## src/rtl/sprite_plotter.sv

```systemverilog
// Rasterises one draw command (corner, colour, shape code) into row-major
// single-pixel writes for a 160x120 frame, clipping anything off-screen.
module sprite_plotter #(
   parameter int CELL_SIZE = 32,
   parameter int IND_SIZE  = 8,
   parameter int SCREEN_W  = 160,
   parameter int SCREEN_H  = 120
) (
   input  logic       clk,
   input  logic       resetn,
   input  logic       req_valid,
   output logic       req_ready,
   input  logic [7:0] startx,
   input  logic [6:0] starty,
   input  logic [2:0] color,
   input  logic [2:0] selector,
   output logic [7:0] x,
   output logic [6:0] y,
   output logic [2:0] colour,
   output logic       plot,
   output logic       done
);

   localparam int CW = 6;

   typedef enum logic [1:0] {
      IDLE = 2'd0,
      SCAN = 2'd1,
      DONE = 2'd2
   } state_t;

   state_t          state_r, state_s;
   logic [CW-1:0]   dx_r, dx_s, dy_r, dy_s;
   logic [CW-1:0]   w_r, w_s, h_r, h_s;
   logic [7:0]      sx_r, sx_s;
   logic [6:0]      sy_r, sy_s;
   logic [2:0]      col_r, col_s;
   logic [7:0]      x_r, x_s;
   logic [6:0]      y_r, y_s;
   logic [2:0]      colour_r, colour_s;
   logic            plot_r, plot_s;
   logic            done_r, done_s;
   logic            emit_s;
   logic [2*CW-1:0] dim_s;
   logic [8:0]      sum_x_s;
   logic [7:0]      sum_y_s;

   // Shape code to {width, height}; a zero dimension marks an empty shape.
   function automatic logic [2*CW-1:0] shape_dims(input logic [2:0] sel);
      logic [2*CW-1:0] d;
      case (sel)
         3'b000:  d = {CW'(CELL_SIZE), CW'(CELL_SIZE)};
         3'b001:  d = {CW'(IND_SIZE), CW'(IND_SIZE)};
         3'b011:  d = {CW'(IND_SIZE), CW'(2)};
         3'b100:  d = {CW'(2), CW'(IND_SIZE)};
         default: d = '0;
      endcase
      return d;
   endfunction

   // Next-state, scan counters and the pixel presented on the following cycle
   always_comb begin
      state_s  = state_r;
      dx_s     = dx_r;
      dy_s     = dy_r;
      w_s      = w_r;
      h_s      = h_r;
      sx_s     = sx_r;
      sy_s     = sy_r;
      col_s    = col_r;
      x_s      = x_r;
      y_s      = y_r;
      colour_s = colour_r;
      plot_s   = 1'b0;
      done_s   = 1'b0;
      emit_s   = 1'b0;
      dim_s    = shape_dims(selector);

      case (state_r)
         IDLE: begin
            if (req_valid) begin
               sx_s  = startx;
               sy_s  = starty;
               col_s = color;
               w_s   = dim_s[2*CW-1:CW];
               h_s   = dim_s[CW-1:0];
               dx_s  = '0;
               dy_s  = '0;
               if ((w_s == '0) || (h_s == '0)) begin
                  state_s = DONE;
                  done_s  = 1'b1;
               end else begin
                  state_s = SCAN;
                  emit_s  = 1'b1;
               end
            end else begin
               state_s = IDLE;
            end
         end
         SCAN: begin
            if ((dx_r == w_r - CW'(1)) && (dy_r == h_r - CW'(1))) begin
               state_s = DONE;
               done_s  = 1'b1;
               dx_s    = '0;
               dy_s    = '0;
            end else begin
               emit_s = 1'b1;
               if (dx_r == w_r - CW'(1)) begin
                  dx_s = '0;
                  dy_s = dy_r + CW'(1);
               end else begin
                  dx_s = dx_r + CW'(1);
               end
            end
         end
         DONE: begin
            state_s = IDLE;
         end
         default: begin
            state_s = IDLE;
         end
      endcase

      // One extra bit on each sum so off-screen pixels can be recognised
      sum_x_s = {1'b0, sx_s} + 9'(dx_s);
      sum_y_s = {1'b0, sy_s} + 8'(dy_s);
      if (emit_s) begin
         x_s      = sum_x_s[7:0];
         y_s      = sum_y_s[6:0];
         colour_s = col_s;
         plot_s   = (sum_x_s < 9'(SCREEN_W)) && (sum_y_s < 8'(SCREEN_H));
      end else begin
         plot_s   = 1'b0;
      end
   end

   // State, latched command, counters and registered VGA outputs
   always_ff @(posedge clk or negedge resetn) begin
      if (!resetn) begin
         state_r  <= IDLE;
         dx_r     <= '0;
         dy_r     <= '0;
         w_r      <= '0;
         h_r      <= '0;
         sx_r     <= 8'd0;
         sy_r     <= 7'd0;
         col_r    <= 3'd0;
         x_r      <= 8'd0;
         y_r      <= 7'd0;
         colour_r <= 3'd0;
         plot_r   <= 1'b0;
         done_r   <= 1'b0;
      end else begin
         state_r  <= state_s;
         dx_r     <= dx_s;
         dy_r     <= dy_s;
         w_r      <= w_s;
         h_r      <= h_s;
         sx_r     <= sx_s;
         sy_r     <= sy_s;
         col_r    <= col_s;
         x_r      <= x_s;
         y_r      <= y_s;
         colour_r <= colour_s;
         plot_r   <= plot_s;
         done_r   <= done_s;
      end
   end

   assign req_ready = (state_r == IDLE);
   assign x         = x_r;
   assign y         = y_r;
   assign colour    = colour_r;
   assign plot      = plot_r;
   assign done      = done_r;

endmodule

```

## config.mk

```make
export PLATFORM = sky130hd
export DESIGN_NAME = sprite_plotter
export DESIGN_NICKNAME = d
export VERILOG_FILES = /design/src/rtl/sprite_plotter.sv
export SDC_FILE = /design/constraint.sdc
export NUM_CORES = 1
export LEC_CHECK = 0
export CORE_MARGIN = 4
export CORE_UTILIZATION = 49
export CTS_CLUSTER_DIAMETER = 80
export DETAILED_ROUTE_END_ITERATION = 6
export HOLD_SLACK_MARGIN = 0.15
export MAX_ROUTING_LAYER = met4
export PLACE_DENSITY = 0.82
export SLEW_MARGIN = 25
export SYNTH_ARGS = -nofsm -noshare
export SYNTH_HDL_FRONTEND = slang
export SYNTH_SLANG_ARGS = --single-unit
```

## constraint.sdc

```tcl
create_clock -name clk -period 4.1 [get_ports clk]
set_input_delay 0.82 -clock clk [delete_from_list [all_inputs] [get_ports clk]]
set_output_delay 0.82 -clock clk [all_outputs]
set_load 0.005 [all_outputs]
```

==> reports/qor.txt <==
synth top area cells: dfrtp_1 (47%), nand2_1 (7.1%), ha_1 (6.6%)
Clock Latency Late Sink: 350 ps
crit end category: register
Max Cap Viol: 0
final worst slack: 423 ps
type of the most critical hold path: register to register
Post-synth EDFFs: 0
Setup crit start kind: register
slew at the pin closest to its max-slew limit: 818 ps
Post-Syn Nets: 348
pin count of the biggest net entering global routing: 37
WP data required: 4330 ps
Yosys top cell area share: 46.8%
CP max stage delay: 550 ps
Slew HR: 45.5%
post-route ant nets: 0
Final TNS setup: 0 ps
detail-routed net length per standard cell: 16.0 um
CTS tree: done
xor and xnor area share after synthesis: 5.46%
Cell Area, Synth: 3050 um2
Initial DRC Count: 157
largest family of logic cells by synthesized area: simple AND/OR/NAND/NOR gates
Final Wtd Congestion: 0.871
DRC: 0
cells after synthesis: 306
ys flop type: dfrtp_1
GR Util met1: 28.6%
Synth area leader: dfrtp_1
share of layout cells above drive strength 1: 12.4%
CP dominant cell by count: a21oi_1
DR vias/cell: 5.43
initial core utilization: 50.9%
WL final: 7.01 mm
mux cell area share after synthesis: 6.85%
DP HPWL: 4.95 mm
Seq cells post-synth: 57
diodes inserted: 0
GR Util met2: 32.2%
num ports: 45
worst vdd ir: 0.454 mV
clock skew: 7.73 ps
routed vias: 2,385
GRT Max-Usage Layer: met2
Netlist cell types: 48
CTS Root Cell: clkbuf_8
Max clock buf depth: 2
Die X: 86.9 um
total global routing overflow: 0
die footprint: 7550 um2
Post-Synth Adder-Cell Area: 7.88%
Resized cells post-CTS: 0
Final Net Count: 401
FP Rows: 28
leakage: 0.00178 uW
H-tree depth: 3
cts hold-fix bufs: 0
Area growth syn-to-layout: 25.4%
leading cell type by number of instances after synthesis: nand2_1
Slew Limit Fails: 0
status: finished, final reports clean
first-pass GRT wire length: 12.1 mm
Ys Warns: 0
Final setup viols: 0
Post-synth ARST share: 100%
crit path DAT: 3910 ps
critical path class: register to register
Tot GR Track Use: 21.5%
Pwr per Cell Area: 784 nW/um2
initial antenna violation count: 0
Power Total: 3000 uW
RSZ-0062 raised after global routing: false
Hold Vio Cnt, Final: 0
PortBufs: 44
Avg Inst Size Synth: 9.96 um2
pre-CTS WS: 80.0 ps
CTS Buf Count: 9
CP cell instances: xor2_1 > and3_1 > o2111a_2 > a21oi_1 > a21oi_1 > o21ai_0 > ha_1 > or2_2 > o211ai_1 > a21oi_1 > xnor2_1 > nor2_1 > a2111oi_2
core area: 5990 um2
register area share after synthesis: 46.8%
CTS sink cnt: 57
min Tclk post-route: 3680 ps
Tcrit/Tclk final: 89.7%
Synth Area in Compound Gates: 13.1%
Pre-Repair DR Iteration Count: 4
vias in the first global route: 2,497
grt met3 use: 5.30%
register clock-pin slew on the reported worst setup and hold paths: 70 ps
postcts setup bufs: 0
top cells by count, synth: nand2_1 (58), dfrtp_1 (57), a21oi_1 (17), ha_1 (16)
crit-path max FO: 14
final non-filler cell area: 3820 um2
CP max-delay cell: a21oi_1
simple-gate share of the synthesized area: 16.9%
Die H: 86.9 um
Area after DPL: 3580 um2
Max Freq: 0.272 GHz
==> logic make-up after synthesis <==
kind of cell               after synthesis
AOI/OAI and AO/OA                       59
buffers and inverters                   21
xor gates and xnor gates                19
and+or+nand+nor                        113
muxes                                   19
adders and majority gates               18
DFF                                     57
==> registers in the layout (all words and copies together) (netlist names) <==
register / count
plot: 1
w_r: 2
h_r: 3
col_r: 3
dx_r: 6
state_r: 2
done: 1
sx_r: 8
dy_r: 6
sy_r: 7
colour: 3
y: 7
x: 8
==> cells in the final DEF, fill, tap and decap left out, drive strengths merged, types with 5 or more instances in the layout <==
cell,instances
nor2,15
and3,5
nand2,59
inv,13
buf,7
clkdlybuf4s50,43
xor2,12
mux2i,7
o21ai,16
a21oi,17
ha,16
nor3,8
a21o,5
xnor2,7
clkbuf,11
nand3,8
dfrtp,57
mux2,12
==> power breakdown <==
| part | total [uW] | switching (uW) | internal [uW] |
|---|---|---|---|
| logic | 1390 | 716 | 678 |
| clock network | 654 | 234 | 419 |
| registers | 952 | 145 | 807 |
| total | 3000 | 1100 | 1900 |
==> worst max-delay path: cells and delay by family (launching register included) <==
family                   cells  cell delay, ps
flip-flops                   1             420
AO/OA/AOI/OAI                7            1830
AND/OR/NAND/NOR              3             590
adder cells (fa/ha/maj)      1             310
XOR/XNOR                     2             420
==> through the flow <==
step                      util, %  instances  hold slack [ps]
after global routing         63.8        439              506
after detailed placement     59.8        423              467
after floorplan                 -        306              436
after CTS                    63.8        439              483
after global placement       59.8        423              449
final                        63.8        439              477
==> area by class of cell <==
class / instances / area, um2
flip-flops and latches: 57 / 1430
multi-input cells: 228 / 1530
fillers: 474 / 2170
clock buffers: 11 / 141
well taps: 75 / 93.8
repair buffers: 50 / 480
clock inverters: 5 / 103
inverters: 13 / 48.8
==> worst paths after layout <==
kind / from / end / slack, ps / cells after the start
max: dx_r[5]$_DFF_PN0_ / plot$_DFF_PN0_ / 420 / 13
min: sy_r[0]$_DFF_PN0_ / sy_r[0]$_DFF_PN0_ / 480 / 2
max reg2reg: dx_r[5]$_DFF_PN0_ / plot$_DFF_PN0_ / 420 / 13
min reg2reg: sy_r[0]$_DFF_PN0_ / sy_r[0]$_DFF_PN0_ / 480 / 2
max in group asynchronous: resetn / col_r[1]$_DFF_PN0_ / 2740 / 2
min in group asynchronous: resetn / done$_DFF_PN0_ / 570 / 1
==> metal layers <==
metal	wire length (um)	up-vias
met5	0	-
li1	-	1168
met1	3280	1129
met2	3270	74
met4	105	0
met3	357	14
Note: power is estimated with default switching activity, not from simulation.
